==> src/rtl/cv_tile_scheduler_if.sv <==
// Scheduler <-> loader/control bus: layer geometry in, tile requests and tile window out.
// The scheduler takes the master side.
interface cv_tile_scheduler_if;
    logic        start;
    logic [10:0] I;
    logic [10:0] O;
    logic [4:0]  K;
    logic [10:0] H;
    logic [10:0] W;
    logic [10:0] tile_o;
    logic [7:0]  tile_h;
    logic [7:0]  tile_w;
    logic        dl_lw_active;
    logic        dl_lif_active;
    logic        dl_sof_active;
    logic        dl_done;
    logic        load_weight;
    logic        load_input;
    logic        store_output;
    logic [10:0] Iori;
    logic [10:0] Oori;
    logic [10:0] Hori;
    logic [10:0] Wori;
    logic [10:0] Iext;
    logic [10:0] Oext;
    logic [10:0] Hext;
    logic [10:0] Wext;
    logic        busy;
    logic        done;
    logic [15:0] tile_cnt;

    modport master (
        input  start, I, O, K, H, W, tile_o, tile_h, tile_w,
               dl_lw_active, dl_lif_active, dl_sof_active, dl_done,
        output load_weight, load_input, store_output,
               Iori, Oori, Hori, Wori, Iext, Oext, Hext, Wext,
               busy, done, tile_cnt
    );

    modport slave (
        output start, I, O, K, H, W, tile_o, tile_h, tile_w,
               dl_lw_active, dl_lif_active, dl_sof_active, dl_done,
        input  load_weight, load_input, store_output,
               Iori, Oori, Hori, Wori, Iext, Oext, Hext, Wext,
               busy, done, tile_cnt
    );
endinterface

==> src/rtl/cv_tile_scheduler.sv <==
// Convolution tile scheduler: walks output-channel, row, then column tiles and
// sequences weight-load / input-load / output-store requests to the data loader.
module cv_tile_scheduler (
    input  logic              clk,
    input  logic              rst,
    cv_tile_scheduler_if.master bus
);
    localparam int unsigned CW = 11;
    localparam int unsigned SW = 8;
    localparam int unsigned KW = 5;
    localparam int unsigned XW = 12;
    localparam int unsigned NW = 16;

    localparam logic [3:0] S_IDLE     = 4'd0;
    localparam logic [3:0] S_LW_REQ   = 4'd1;
    localparam logic [3:0] S_LW_WAIT  = 4'd2;
    localparam logic [3:0] S_LIF_REQ  = 4'd3;
    localparam logic [3:0] S_LIF_WAIT = 4'd4;
    localparam logic [3:0] S_SOF_REQ  = 4'd5;
    localparam logic [3:0] S_SOF_WAIT = 4'd6;
    localparam logic [3:0] S_NEXT     = 4'd7;
    localparam logic [3:0] S_FIN      = 4'd8;

    logic [3:0]    r_state, w_nxt_state;
    logic [CW-1:0] r_o, w_nxt_o, r_to, w_nxt_to;
    logic [KW-1:0] r_k, w_nxt_k;
    logic [SW-1:0] r_hout, w_nxt_hout, r_wout, w_nxt_wout;
    logic [SW-1:0] r_th, w_nxt_th, r_tw, w_nxt_tw;
    logic [CW-1:0] r_oori, w_nxt_oori, r_hori, w_nxt_hori, r_wori, w_nxt_wori;
    logic [CW-1:0] r_iext, w_nxt_iext, r_oext, w_nxt_oext;
    logic [CW-1:0] r_hext, w_nxt_hext, r_wext, w_nxt_wext;
    logic          r_lw, w_nxt_lw, r_lif, w_nxt_lif, r_sof, w_nxt_sof;
    logic          r_busy, w_nxt_busy, r_done, w_nxt_done;
    logic [NW-1:0] r_cnt, w_nxt_cnt;

    logic          w_upd_ext;
    logic [SW-1:0] w_hout_in, w_wout_in;
    logic [XW-1:0] w_wsum, w_hsum, w_osum;
    logic [XW-1:0] w_orem, w_hrem, w_wrem, w_hmin, w_wmin;

    // Next-state, tile walk and registered-output values
    always_comb begin
        w_nxt_state = r_state;
        w_nxt_o     = r_o;
        w_nxt_to    = r_to;
        w_nxt_k     = r_k;
        w_nxt_hout  = r_hout;
        w_nxt_wout  = r_wout;
        w_nxt_th    = r_th;
        w_nxt_tw    = r_tw;
        w_nxt_oori  = r_oori;
        w_nxt_hori  = r_hori;
        w_nxt_wori  = r_wori;
        w_nxt_iext  = r_iext;
        w_nxt_oext  = r_oext;
        w_nxt_hext  = r_hext;
        w_nxt_wext  = r_wext;
        w_nxt_cnt   = r_cnt;
        w_upd_ext   = 1'b0;
        w_hout_in   = SW'(XW'(bus.H) - XW'(bus.K) + XW'(1));
        w_wout_in   = SW'(XW'(bus.W) - XW'(bus.K) + XW'(1));
        w_wsum      = XW'(r_wori) + XW'(r_tw);
        w_hsum      = XW'(r_hori) + XW'(r_th);
        w_osum      = XW'(r_oori) + XW'(r_to);

        case (r_state)
            S_IDLE: begin
                if (bus.start) begin
                    w_nxt_o     = bus.O;
                    w_nxt_k     = bus.K;
                    w_nxt_hout  = w_hout_in;
                    w_nxt_wout  = w_wout_in;
                    w_nxt_to    = (bus.tile_o == CW'(0)) ? bus.O     : bus.tile_o;
                    w_nxt_th    = (bus.tile_h == SW'(0)) ? w_hout_in : bus.tile_h;
                    w_nxt_tw    = (bus.tile_w == SW'(0)) ? w_wout_in : bus.tile_w;
                    w_nxt_oori  = '0;
                    w_nxt_hori  = '0;
                    w_nxt_wori  = '0;
                    w_nxt_iext  = bus.I;
                    w_nxt_cnt   = '0;
                    w_upd_ext   = 1'b1;
                    w_nxt_state = S_LW_REQ;
                end
            end
            S_LW_REQ:   if (bus.dl_lw_active)  w_nxt_state = S_LW_WAIT;
            S_LW_WAIT:  if (bus.dl_done)       w_nxt_state = S_LIF_REQ;
            S_LIF_REQ:  if (bus.dl_lif_active) w_nxt_state = S_LIF_WAIT;
            S_LIF_WAIT: if (bus.dl_done)       w_nxt_state = S_SOF_REQ;
            S_SOF_REQ:  if (bus.dl_sof_active) w_nxt_state = S_SOF_WAIT;
            S_SOF_WAIT: if (bus.dl_done)       w_nxt_state = S_NEXT;
            S_NEXT: begin
                w_nxt_cnt = r_cnt + NW'(1);
                w_upd_ext = 1'b1;
                if (w_wsum < XW'(r_wout)) begin
                    w_nxt_wori  = CW'(w_wsum);
                    w_nxt_state = S_LIF_REQ;
                end else begin
                    w_nxt_wori = '0;
                    if (w_hsum < XW'(r_hout)) begin
                        w_nxt_hori  = CW'(w_hsum);
                        w_nxt_state = S_LIF_REQ;
                    end else begin
                        w_nxt_hori = '0;
                        if (w_osum < XW'(r_o)) begin
                            w_nxt_oori  = CW'(w_osum);
                            w_nxt_state = S_LW_REQ;
                        end else begin
                            w_nxt_state = S_FIN;
                        end
                    end
                end
            end
            S_FIN:   w_nxt_state = S_IDLE;
            default: w_nxt_state = S_IDLE;
        endcase

        // Extents only move when the tile origin does, so they stay put across a request
        w_orem = XW'(w_nxt_o)    - XW'(w_nxt_oori);
        w_hrem = XW'(w_nxt_hout) - XW'(w_nxt_hori);
        w_wrem = XW'(w_nxt_wout) - XW'(w_nxt_wori);
        w_hmin = (XW'(w_nxt_th) < w_hrem) ? XW'(w_nxt_th) : w_hrem;
        w_wmin = (XW'(w_nxt_tw) < w_wrem) ? XW'(w_nxt_tw) : w_wrem;
        if (w_upd_ext) begin
            w_nxt_oext = (XW'(w_nxt_to) < w_orem) ? w_nxt_to : CW'(w_orem);
            w_nxt_hext = CW'(w_hmin + XW'(w_nxt_k) - XW'(1));
            w_nxt_wext = CW'(w_wmin + XW'(w_nxt_k) - XW'(1));
        end

        w_nxt_lw   = (w_nxt_state == S_LW_REQ);
        w_nxt_lif  = (w_nxt_state == S_LIF_REQ);
        w_nxt_sof  = (w_nxt_state == S_SOF_REQ);
        w_nxt_busy = (w_nxt_state != S_IDLE);
        w_nxt_done = (w_nxt_state == S_FIN);
    end

    always_ff @(posedge clk) begin
        if (rst) begin
            r_state <= S_IDLE;
            r_o     <= '0;
            r_to    <= '0;
            r_k     <= '0;
            r_hout  <= '0;
            r_wout  <= '0;
            r_th    <= '0;
            r_tw    <= '0;
            r_oori  <= '0;
            r_hori  <= '0;
            r_wori  <= '0;
            r_iext  <= '0;
            r_oext  <= '0;
            r_hext  <= '0;
            r_wext  <= '0;
            r_lw    <= 1'b0;
            r_lif   <= 1'b0;
            r_sof   <= 1'b0;
            r_busy  <= 1'b0;
            r_done  <= 1'b0;
            r_cnt   <= '0;
        end else begin
            r_state <= w_nxt_state;
            r_o     <= w_nxt_o;
            r_to    <= w_nxt_to;
            r_k     <= w_nxt_k;
            r_hout  <= w_nxt_hout;
            r_wout  <= w_nxt_wout;
            r_th    <= w_nxt_th;
            r_tw    <= w_nxt_tw;
            r_oori  <= w_nxt_oori;
            r_hori  <= w_nxt_hori;
            r_wori  <= w_nxt_wori;
            r_iext  <= w_nxt_iext;
            r_oext  <= w_nxt_oext;
            r_hext  <= w_nxt_hext;
            r_wext  <= w_nxt_wext;
            r_lw    <= w_nxt_lw;
            r_lif   <= w_nxt_lif;
            r_sof   <= w_nxt_sof;
            r_busy  <= w_nxt_busy;
            r_done  <= w_nxt_done;
            r_cnt   <= w_nxt_cnt;
        end
    end

    assign bus.load_weight  = r_lw;
    assign bus.load_input   = r_lif;
    assign bus.store_output = r_sof;
    assign bus.Iori         = '0;
    assign bus.Oori         = r_oori;
    assign bus.Hori         = r_hori;
    assign bus.Wori         = r_wori;
    assign bus.Iext         = r_iext;
    assign bus.Oext         = r_oext;
    assign bus.Hext         = r_hext;
    assign bus.Wext         = r_wext;
    assign bus.busy         = r_busy;
    assign bus.done         = r_done;
    assign bus.tile_cnt     = r_cnt;
endmodule

==> src/flat_wrapper.sv <==
// flat-port wrapper written by rule: the top's interface ports become plain ports
module cv_tile_scheduler_flat 
  (clk, rst, bus_start, bus_I, bus_O, bus_K, bus_H, bus_W, bus_tile_o, bus_tile_h, bus_tile_w, bus_dl_lw_active, bus_dl_lif_active, bus_dl_sof_active, bus_dl_done, bus_load_weight, bus_load_input, bus_store_output, bus_Iori, bus_Oori, bus_Hori, bus_Wori, bus_Iext, bus_Oext, bus_Hext, bus_Wext, bus_busy, bus_done, bus_tile_cnt);
  cv_tile_scheduler_if bus_i ();
  input  logic clk;
  input  logic rst;
  input wire logic [$bits(bus_i.start)-1:0] bus_start;
  input wire logic [$bits(bus_i.I)-1:0] bus_I;
  input wire logic [$bits(bus_i.O)-1:0] bus_O;
  input wire logic [$bits(bus_i.K)-1:0] bus_K;
  input wire logic [$bits(bus_i.H)-1:0] bus_H;
  input wire logic [$bits(bus_i.W)-1:0] bus_W;
  input wire logic [$bits(bus_i.tile_o)-1:0] bus_tile_o;
  input wire logic [$bits(bus_i.tile_h)-1:0] bus_tile_h;
  input wire logic [$bits(bus_i.tile_w)-1:0] bus_tile_w;
  input wire logic [$bits(bus_i.dl_lw_active)-1:0] bus_dl_lw_active;
  input wire logic [$bits(bus_i.dl_lif_active)-1:0] bus_dl_lif_active;
  input wire logic [$bits(bus_i.dl_sof_active)-1:0] bus_dl_sof_active;
  input wire logic [$bits(bus_i.dl_done)-1:0] bus_dl_done;
  output wire logic [$bits(bus_i.load_weight)-1:0] bus_load_weight;
  output wire logic [$bits(bus_i.load_input)-1:0] bus_load_input;
  output wire logic [$bits(bus_i.store_output)-1:0] bus_store_output;
  output wire logic [$bits(bus_i.Iori)-1:0] bus_Iori;
  output wire logic [$bits(bus_i.Oori)-1:0] bus_Oori;
  output wire logic [$bits(bus_i.Hori)-1:0] bus_Hori;
  output wire logic [$bits(bus_i.Wori)-1:0] bus_Wori;
  output wire logic [$bits(bus_i.Iext)-1:0] bus_Iext;
  output wire logic [$bits(bus_i.Oext)-1:0] bus_Oext;
  output wire logic [$bits(bus_i.Hext)-1:0] bus_Hext;
  output wire logic [$bits(bus_i.Wext)-1:0] bus_Wext;
  output wire logic [$bits(bus_i.busy)-1:0] bus_busy;
  output wire logic [$bits(bus_i.done)-1:0] bus_done;
  output wire logic [$bits(bus_i.tile_cnt)-1:0] bus_tile_cnt;
  assign bus_i.start = bus_start;
  assign bus_i.I = bus_I;
  assign bus_i.O = bus_O;
  assign bus_i.K = bus_K;
  assign bus_i.H = bus_H;
  assign bus_i.W = bus_W;
  assign bus_i.tile_o = bus_tile_o;
  assign bus_i.tile_h = bus_tile_h;
  assign bus_i.tile_w = bus_tile_w;
  assign bus_i.dl_lw_active = bus_dl_lw_active;
  assign bus_i.dl_lif_active = bus_dl_lif_active;
  assign bus_i.dl_sof_active = bus_dl_sof_active;
  assign bus_i.dl_done = bus_dl_done;
  assign bus_load_weight = bus_i.load_weight;
  assign bus_load_input = bus_i.load_input;
  assign bus_store_output = bus_i.store_output;
  assign bus_Iori = bus_i.Iori;
  assign bus_Oori = bus_i.Oori;
  assign bus_Hori = bus_i.Hori;
  assign bus_Wori = bus_i.Wori;
  assign bus_Iext = bus_i.Iext;
  assign bus_Oext = bus_i.Oext;
  assign bus_Hext = bus_i.Hext;
  assign bus_Wext = bus_i.Wext;
  assign bus_busy = bus_i.busy;
  assign bus_done = bus_i.done;
  assign bus_tile_cnt = bus_i.tile_cnt;
  cv_tile_scheduler u_core (.clk(clk), .rst(rst), .bus(bus_i));
endmodule
==> config.mk <==
export PLATFORM = sky130hd
export DESIGN_NAME = cv_tile_scheduler_flat
export DESIGN_NICKNAME = d
export VERILOG_FILES = /design/src/rtl/cv_tile_scheduler_if.sv /design/src/rtl/cv_tile_scheduler.sv /design/src/flat_wrapper.sv
export SDC_FILE = /design/constraint.sdc
export NUM_CORES = 1
export LEC_CHECK = 0
export ABC_AREA = 0
export CORE_ASPECT_RATIO = 0.7
export CORE_MARGIN = 2
export CORE_UTILIZATION = 58
export CTS_CLUSTER_SIZE = 30
export DETAILED_ROUTE_END_ITERATION = 8
export GPL_ROUTABILITY_DRIVEN = 0
export PLACE_DENSITY_LB_ADDON = 0.08
export SETUP_SLACK_MARGIN = 0.15
export SLEW_MARGIN = 15
export SYNTH_ARGS = -nofsm -noshare
export SYNTH_HDL_FRONTEND = slang
export SYNTH_SLANG_ARGS = --single-unit
==> constraint.sdc <==
create_clock -name clk -period 15.55 [get_ports clk]
set_input_delay 4.665 -clock clk [delete_from_list [all_inputs] [get_ports clk]]
set_output_delay 4.665 -clock clk [all_outputs]
set_load 0.01 [all_outputs]
* After elaboration in Yosys (flattened, before gate mapping)
Cells that the tools add are included.
Operators by class: $add $sub $neg 15, $lt $le $gt $ge 6, multiplexer cells 47, equal/unequal tests 12, reductions and logical operators 8
Operator list (number):
- 11-bit 2-to-1 mux | 17
- 8-bit 2-to-1 mux | 10
- 11-bit one-hot mux with 2 select lines | 3
- 4-bit 2-to-1 mux | 10
- 16-bit one-hot mux with 2 select lines | 1
- 4-bit one-hot mux with 8 select lines | 1
- 11-bit by 8-bit adder with 12-bit output | 2
- 12-bit by 8-bit < comparator with 1-bit output | 2
- 8-bit by 12-bit < comparator with 1-bit output | 2
- 8-bit by 11-bit subtractor with 12-bit output | 2
- 11-bit by 5-bit adder with 11-bit output | 2
- 11-bit by 1-bit subtractor with 11-bit output, second input constant | 2
- 4-bit by 3-bit == test with 1-bit output, second input constant | 5
- 16-bit by 1-bit adder with 16-bit output, second input constant | 1
- 8-bit by 1-bit adder with 8-bit output, second input constant | 2
- 8-bit zero test | 2
- 16-bit 2-to-1 mux | 1
- 8-bit by 5-bit subtractor with 8-bit output | 2
- 11-bit by 11-bit adder with 12-bit output | 1
- 4-bit by 2-bit == test with 1-bit output, second input constant | 3
- 11-bit by 12-bit < comparator with 1-bit output | 1
- 12-bit by 11-bit < comparator with 1-bit output | 1
- 11-bit by 11-bit subtractor with 12-bit output | 1
- 11-bit zero test | 1
- other kinds (10) | 13
Word-level totals: bits of input ports 83, register bits 161

* Longest topological paths before layout
Gate-level depths: netlist of run 1.
word-level depth 10, mapped depth 47, mapped depth without buffers 45

* Least setup slack after synthesis of run 1
OpenSTA, ideal clock, no wires.
kind input -> register, from in bus_start, to reg u_core.r_hext[9] (netlist: u_core.bus.Hext[9]), arrival 10.894 ns, path slack 4.585 ns, data required time 15.479 ns, stages 34, path through nand3_1 > clkbuf_1 > clkbuf_1 > mux2i_1 > inv_1 > ha_1 > nor2b_1 > o21ai_0 > a21boi_0 > o21a_1 > o21ai_0 > nand2b_1 > a21oi_1 > xnor2_1 > inv_1 > ha_1 > nor4_1 > a221oi_1 > nand3_1 > buf_2 > mux2_2 > ha_1 > inv_1 > ha_1 > fa_1 > a21o_1 > a21o_1 > a21o_1 > a21oi_1 > o21bai_1 > a21oi_1 > xnor2_1 > nand2_1 > a21oi_1
On the way: longest elaborated chain between the ends 7, elaborated cells between the ends (all ways) 15, classes of those cells add/sub: 3; order compare: 1; mux: 11
Ends and longest elaborated chain:
- from (decl) | RTL line flat_wrapper.sv:7 | input wire logic [$bits(bus_i.start)-1:0] bus_start;
- 8-bit 2-to-1 mux (*) | RTL line cv_tile_scheduler.sv:68 | if (bus.start) begin
- 8-bit 2-to-1 mux (*) | RTL line cv_tile_scheduler.sv:66 | case (r_state)
- named net u_core.w_nxt_hout[1] | RTL line cv_tile_scheduler.sv:27 | logic [SW-1:0] r_hout, w_nxt_hout, r_wout, w_nxt_wout;
- 8-bit by 11-bit subtractor with 12-bit output (*) | RTL line cv_tile_scheduler.sv:119 | w_hrem = XW'(w_nxt_hout) - XW'(w_nxt_hori);
- 8-bit by 12-bit < comparator with 1-bit output | RTL line cv_tile_scheduler.sv:121 | w_hmin = (XW'(w_nxt_th) < w_hrem) ? XW'(w_nxt_th) : w_hrem;
- 11-bit 2-to-1 mux (*) | RTL line cv_tile_scheduler.sv:121
- 11-bit by 5-bit adder with 11-bit output (*) | RTL line cv_tile_scheduler.sv:125 | w_nxt_hext = CW'(w_hmin + XW'(w_nxt_k) - XW'(1));
- 11-bit by 1-bit subtractor with 11-bit output (*) | RTL line cv_tile_scheduler.sv:125
- to (signal assigned) | RTL line cv_tile_scheduler.sv:173 | r_hext <= w_nxt_hext;
- to (decl) | RTL line cv_tile_scheduler.sv:31 | logic [CW-1:0] r_hext, w_nxt_hext, r_wext, w_nxt_wext;
Mark *: on every way through the listed nets, which the timed path passes. The rest lies on a longest branch. A chain may end at the register's enable or synchronous reset.

* Worst setup path after layout of run 1
from in bus_start, to reg u_core.r_hext[9] (netlist: u_core.bus.Hext[9])
On the way: longest elaborated chain between the ends 7, elaborated cells between the ends (all ways) 15, classes of those cells add/sub: 3; order compare: 1; mux: 11
Ends and longest elaborated chain (RTL line):
- 11-bit 2-to-1 mux or 8-bit 2-to-1 mux (tied branches) | cv_tile_scheduler.sv:68
- 11-bit one-hot mux with 2 select lines or 8-bit 2-to-1 mux (tied branches) | cv_tile_scheduler.sv:66
- 8-bit by 11-bit subtractor with 12-bit output | cv_tile_scheduler.sv:119
- 8-bit by 12-bit < comparator with 1-bit output | cv_tile_scheduler.sv:121
- 11-bit 2-to-1 mux | cv_tile_scheduler.sv:121
- 11-bit by 5-bit adder with 11-bit output | cv_tile_scheduler.sv:125
- 11-bit by 1-bit subtractor with 11-bit output | cv_tile_scheduler.sv:125
Several ways; a longest one is shown, not always the timed one.

==> summary.md, run 1 <==
| Metric | Value |
|---|---|
| FFs w/ async S/R, synth | 0% |
| Clk sinks | 161 |
| GR Util met3 | 9.88% |
| First-pass GRT wire length | 50.3 mm |
| RSZ-0062 raised after global routing | false |
| Fin. max-slew vios | 0 |
| Clock Latency Late Sink | 0.45 ns |
| Min Clock Period, post-route | 12.06 ns |
| LEAKAGE | 6.23 nW |
| Max_cap viols | 0 |
| Critical Path Fanout Max | 43 |
| Total GRT Usage | 29.4% |
| FF+latch area | 3220 µm² |
| Startpoint types | primary input |
| CP Data Arrival Time | 12.41 ns |
| Largest net degree at the start of global routing | 87 |
| Slowest cell on crit path | clkdlybuf4s50_1 |
| Critical Path Start | bus_start |
| Proportion of layout cells with a drive suffix above 1 | 4.74% |
| Diodes inserted | 0 |
| Final worst-path cycle share | 77.5% |
| Worst path required time | 15.90 ns |
| GR met2 Demand/Resource | 45.4% |
| Post-synthesis register bit count | 161 |
| VDD IR max | 0.0688 mV |
| Worst Tran Pin Value | 0.944 ns |
| Die height | 122 µm |
| Cells on worst reg2reg path | 45 |
| Antenna violations before repair | 0 |
| Syn Inst Count | 1439 |
| Seq/Total Area, Yosys | 27.8% |
| Die area | 21200 µm² |
| GRT busiest layer | met2 |
| Synth area leaders | dfxtp_1, ha_1, a21oi_1 |
| Core area | 19700 µm² |
| DP HPWL | 23.4 mm |
| Max stage delay on crit path | 0.54 ns |
| Reg2reg start | u_core.bus.Hori[1]$_SDFF_PP0_ |
| Main synth FF type | dfxtp_1 |
| Post-route setup TNS | 0 ns |
| CTS max path bufs | 2 |
| Reg clk slew, reported paths | 0.07 ns |
| Netlist Area Pre-Place | 11600 µm² |
| DR WL/cell | 16.7 µm |
| Post-CTS sizing | 0 |
| Number of I/O pins | 192 |
| Final WL | 31.2 mm |
| Status | completed |
| Post-layout util | 71.8% |
| Drt pass-1 iters | 8 |
| Fillers | 1610 |
| GRT overflow | 0 |
| DR iter-0 viols | 789 |
| Multi-input gate area | 7720 µm² |
| Distinct cells, synth | 75 |
| Port buffer count | 174 |
| Syn. warnings | 0 |
| Post-route ant nets | 0 |
| Yosys top cell by area | dfxtp_1 |
| Met1 usage | 40.0% |
| CTS buffer count | 17 |
| Syn-to-layout area delta | 21.7% |
| Crit. End Element | register |
| Post-CTS Hold Fix Bufs | 0 |
| Synth top area share | 27.8% |
| Std cell rows | 43 |
| Clk_skew | 0.0227 ns |
| HP Class | reg -> reg |
| Post-CTS Setup Inserts | 0 |
| Die W | 173 µm |
| Vias per Instance | 5.64 |
| Nets | 1835 |
| Syn Area/Cell | 8.07 µm² |
| Via count | 10568 |
| Fmax | 82.9 MHz |
| Rel. slew slack | 37.0% |
| Vias in the first global route | 10075 |
| Initial core utilization | 58.9% |
| Root buffer cell | clkbuf_16 |
| Reg2reg end | u_core.bus.Hext[9]$_SDFFE_PP0P_ |
| CTS tree | yes |
| CTS H-tree depth | 4 |
| Pwr dens | 114 nW/µm² |
| DRC | 0 |
| Flop-to-flop setup slack | 5.16 ns |
| EDFF count, synth | 0 |
| Setup Crit Path Kind | in -> reg |
| Crit path to | u_core.bus.Hext[9]$_SDFFE_PP0P_ |
| Final hold violation count | 0 |
| Number of setup violations in the final report | 0 |
sequential cells by signal, summed over array words and instances, names as in the netlist:
signal                   flops
u_core.bus.load_weight       1
u_core.bus.tile_cnt         16
u_core.bus.Oori             11
u_core.bus.busy              1
u_core.bus.Hext             11
u_core.r_hout                8
u_core.r_state               4
u_core.r_o                  11
u_core.bus.store_output      1
u_core.bus.Iext             11
u_core.bus.Hori             11
u_core.r_tw                  8
u_core.bus.Oext             11
u_core.r_k                   5
u_core.bus.Wext             11
u_core.bus.load_input        1
u_core.r_wout                8
u_core.bus.done              1
u_core.bus.Wori             11
u_core.r_th                  8
u_core.r_to                 11
cell usage after synthesis (all sizes together) (40+ instances only):
| library cell | n |
|---|---|
| nand2 | 116 |
| nor2b | 43 |
| clkbuf | 46 |
| ha | 152 |
| dfxtp | 161 |
| inv | 117 |
| mux2i | 40 |
| o21ai | 75 |
| xnor2 | 42 |
| a21oi | 137 |
| nor2 | 151 |
routing by layer:
layer | vias up | wire length (µm)
li1 | 5305 | -
met1 | 4904 | 15100
met2 | 331 | 13000
met3 | 28 | 2810
met4 | 0 | 317
met5 | - | 0
kinds of logic after synthesis:
| logic type | after synthesis | share of synthesized area, % |
|---|---|---|
| compound gates | 362 | 19.5 |
| xor+xnor | 64 | 4.83 |
| fa+ha+maj | 162 | 18.1 |
| buf+inv | 183 | 6.43 |
| flops | 161 | 27.8 |
| mux | 52 | 4.74 |
| other cells | 2 | 0.0647 |
| simple gates | 453 | 18.6 |
worst min-delay path by stage:
stage	cells past startpoint	endpoint	slack, ns	startpoint
after floorplan	2	u_core.r_to[10]$_SDFF_PP0_	0.47	u_core.r_to[10]$_SDFF_PP0_
after global routing	2	u_core.bus.Iext[0]$_SDFFE_PP0P_	0.47	u_core.bus.Iext[0]$_SDFFE_PP0P_
final	2	u_core.bus.Hext[2]$_SDFFE_PP0P_	0.45	u_core.bus.Hext[2]$_SDFFE_PP0P_
after detailed placement	2	u_core.bus.Oext[2]$_SDFFE_PP0P_	0.45	u_core.bus.Oext[2]$_SDFFE_PP0P_
after CTS	2	u_core.bus.Oext[2]$_SDFFE_PP0P_	0.46	u_core.bus.Oext[2]$_SDFFE_PP0P_
after global placement	2	u_core.bus.Wext[1]$_SDFFE_PP0P_	0.44	u_core.bus.Wext[1]$_SDFFE_PP0P_
layout by cell type (no fill, tap or decap), types with 17 or more instances in the layout:
cell	n
a21o_1	28
a21oi_1	137
nor3_1	28
ha_1	152
nand2_1	116
clkdlybuf4s50_1	173
dfxtp_1	161
clkbuf_16	17
o21ai_0	72
a211oi_1	26
nand3_1	25
mux2i_1	40
conb_1	17
xor2_1	22
xnor2_1	42
nor2_1	149
nor2b_1	43
inv_1	117
critical path, delay by kind of cell:
family                   cells  cell delay [ns]
AND/OR/NAND/NOR              6             1.47
buffers and inverters        4             0.87
multiplexers                 1             0.48
AO/OA/AOI/OAI               17             3.08
XOR/XNOR                     2             0.33
adder cells (fa/ha/maj)      5             1.46
metrics by stage:
stage,setup WS [ns],power [mW],hold WS [ns],std cells,instance area [µm²]
after global routing,2.98,1.72,0.468,1873,14100
after floorplan,4.59,0.986,0.474,1454,11700
after global placement,3.36,1.17,0.438,1841,13500
after CTS,3.53,1.61,0.455,1873,14100
after detailed placement,3.16,1.18,0.446,1841,13500
final,3.49,1.62,0.455,1873,14100
power by group:
group          switching, mW  internal (mW)  total (mW)
logic                  0.391          0.325       0.716
registers             0.0224          0.451       0.473
clock network          0.205          0.221       0.426
total                  0.618          0.997        1.62
final cells by class:
class	instances	area share, %
clock buffers	18	3.11
inverters	117	3.11
repair buffers	183	12.8
clock inverters	14	1.16
multi-input cells	1110	54.6
well taps	270	2.39
flip-flops and latches	161	22.8
(Power assumes the default switching activity.)
==> inputs of run 2 (changes only) <==
Settings changed: CORE_UTILIZATION 58 to 55.
Clock period 15.55 ns to 11.3 ns, I/O delays scaled along.
==> run 2 against run 1 <==
Against the previous run: clock skew decreased by 0.0076 ns; power rose by 38%; combinational power up 38%; sequential power grew 38%; first-iteration DRC count is 11% higher; clock-buffer cell count increased by 1; global-route usage shrank 0.31 points; design area up 0.24%; die area grew 5.3%; critical path type unchanged; highest routed layer unchanged.
==> summary.md, run 2 (synthesis results as in run 1) <==
| Metric | Value |
|---|---|
| Status | completed |
| Die area | 22300 µm² |
| Proportion of layout cells with a drive suffix above 1 | 4.98% |
| Fmax | 95.5 MHz |
| Worst Hold End | u_core.bus.Iext[0]$_SDFFE_PP0P_ |
| Power Internal | 1.40 mW |
| Clock Power Share | 26.4% |
| Drt pass-1 iters | 6 |
| Family with the most delay on the worst path | compound AO/OA/AOI/OAI gates |
| Clk_skew | 0.0151 ns |
| Post-CTS Hold Fix Bufs | 0 |
| CTS H-tree depth | 4 |
| CTS tree | yes |
| Via count | 10636 |
| Worst slack, placed | 0.608 ns |
| Setup Crit Path Kind | in -> reg |
| Commonest non-fill, non-tap cell in the layout | clkdlybuf4s50_1 |
| Max_cap viols | 0 |
| Largest net degree at the start of global routing | 61 |
| Vias in the first global route | 10204 |
| Fin. max-slew vios | 0 |
| Nets | 1840 |
| Switching pwr | 0.832 mW |
| Number of I/O pins | 192 |
| Max FFs per register | 16 |
| Hold path cells | 2 |
| First-pass GRT wire length | 51.7 mm |
| Total GRT Usage | 29.1% |
| Initial core utilization | 56.1% |
| Clk sinks | 161 |
| VDD IR max | 0.127 mV |
| Antenna violations before repair | 0 |
| Critical Path Fanout Max | 21 |
| GRT overflow | 0 |
| Vias per Instance | 5.65 |
| Rel. slew slack | 32.4% |
| Std cell rows | 44 |
| RSZ-0062 raised after global routing | false |
| Root buffer cell | clkbuf_16 |
| Pwr dens | 158 nW/µm² |
| Final WL | 31.9 mm |
| Flop-to-flop setup slack | 1.10 ns |
| Crit. End Element | register |
| Post-CTS Setup Inserts | 0 |
| CTS max path bufs | 2 |
| Worst Hold Launch | u_core.bus.Iext[0]$_SDFFE_PP0P_ |
| Post-layout util | 68.4% |
| DR WL/cell | 16.9 µm |
| Startpoint types | primary input |
| Post-CTS sizing | 0 |
| Core area | 20700 µm² |
| Reg2reg end | u_core.bus.Wext[9]$_SDFFE_PP0P_ |
| CTS buffer count | 17 |
| Commonest non-fill, non-tap cells in the layout | clkdlybuf4s50_1, dfxtp_1, ha_1 |
| Diodes inserted | 0 |
| Reg2reg start | u_core.bus.Wori[0]$_SDFF_PP0_ |
| Post-route setup TNS | 0 ns |
| Cells on worst reg2reg path | 39 |
| Sw frac | 37.3% |
| Worst Tran Pin Value | 1.01 ns |
| Die W | 178 µm |
| Syn-to-layout area delta | 22.0% |
| Final hold violation count | 0 |
| Share of total power in sequential cells | 29.2% |
| Slowest cell on crit path | clkdlybuf4s50_1 |
| CP Data Arrival Time | 10.83 ns |
| LEAKAGE | 6.23 nW |
| Clock Latency Late Sink | 0.44 ns |
| DP HPWL | 23.9 mm |
| Crit path buf inv count | 3 |
| Reg clk slew, reported paths | 0.06 ns |
| Number of setup violations in the final report | 0 |
| DRC | 0 |
| Port buffer count | 174 |
| Max stage delay on crit path | 0.54 ns |
| Min Clock Period, post-route | 10.48 ns |
| HP Class | reg -> reg |
| Final worst-path cycle share | 92.7% |
| Die height | 126 µm |
| Worst Slack Setup Final | 0.825 ns |
| DR iter-0 viols | 878 |
| Post-route ant nets | 0 |
| Worst path required time | 11.65 ns |
| Comb pwr share | 44.4% |
-- run 2: changes by cell type in the layout (fill, tap and decap cells not counted), sizes merged --
| cell | previous run | this run |
|---|---|---|
| clkinvlp | 1 | 5 |
| clkinv | 6 | 2 |
| buf | 10 | 15 |
| bufinv | 0 | 2 |
| clkbuf | 18 | 19 |
| inv | 124 | 121 |
-- run 2: final cells by class --
class,instances,area (µm²)
inverters,117,439
clock inverters,13,155
multi-input cells,1110,7720
well taps,276,345
repair buffers,188,1840
fillers,1784,6540
clock buffers,19,433
flip-flops and latches,161,3220
-- run 2: layer usage --
metal / global-route usage (%) / vias up / share of wire [%]
li1: - / 5327 / -
met1: 41.8 / 4922 / 49
met2: 42.8 / 358 / 41
met3: 8.09 / 29 / 8.9
met4: 7.43 / 0 / 1.4
met5: 0 / - / 0
-- run 2: power by group through the flow --
stage | logic, mW | clock network (mW) | registers, mW
after floorplan | 0.686 | 0 | 0.671
after global placement | 0.951 | 0 | 0.664
after detailed placement | 0.969 | 0 | 0.665
after CTS | 0.983 | 0.598 | 0.653
after global routing | 1.11 | 0.619 | 0.657
final | 0.991 | 0.589 | 0.652
-- run 2: through the flow --
| stage | power (mW) | instances | hold WS, ns | instance area (µm²) |
|---|---|---|---|---|
| 4_1_cts | 2.23 | 1884 | 0.455 | 14200 |
| 2_1_floorplan | 1.36 | 1454 | 0.474 | 11700 |
| 3_3_place_gp | 1.62 | 1852 | 0.439 | 13600 |
| 6_report | 2.23 | 1884 | 0.454 | 14200 |
| 3_5_place_dp | 1.63 | 1852 | 0.446 | 13600 |
| 5_1_grt | 2.39 | 1884 | 0.477 | 14200 |
-- run 2: worst min-delay path: cells and delay by family (launching register included) --
kind            cells  cell delay (ns)
simple gates        1             0.05
flops               1             0.31
compound gates      1             0.05
-- run 2: how the worst max path moves through the flow --
stage	from	endpoint	slack, ns	depth (start not counted)
after floorplan	bus_start	u_core.bus.Hext[9]$_SDFFE_PP0P_	1.61	34
after global placement	bus_W[1]	u_core.bus.Wext[9]$_SDFFE_PP0P_	0.71	35
after detailed placement	bus_W[1]	u_core.bus.Wext[9]$_SDFFE_PP0P_	0.61	35
after CTS	bus_start	u_core.bus.Wext[9]$_SDFFE_PP0P_	0.97	29
after global routing	bus_start	u_core.bus.Wext[9]$_SDFFE_PP0P_	0.31	30
final	bus_start	u_core.bus.Wext[9]$_SDFFE_PP0P_	0.82	30
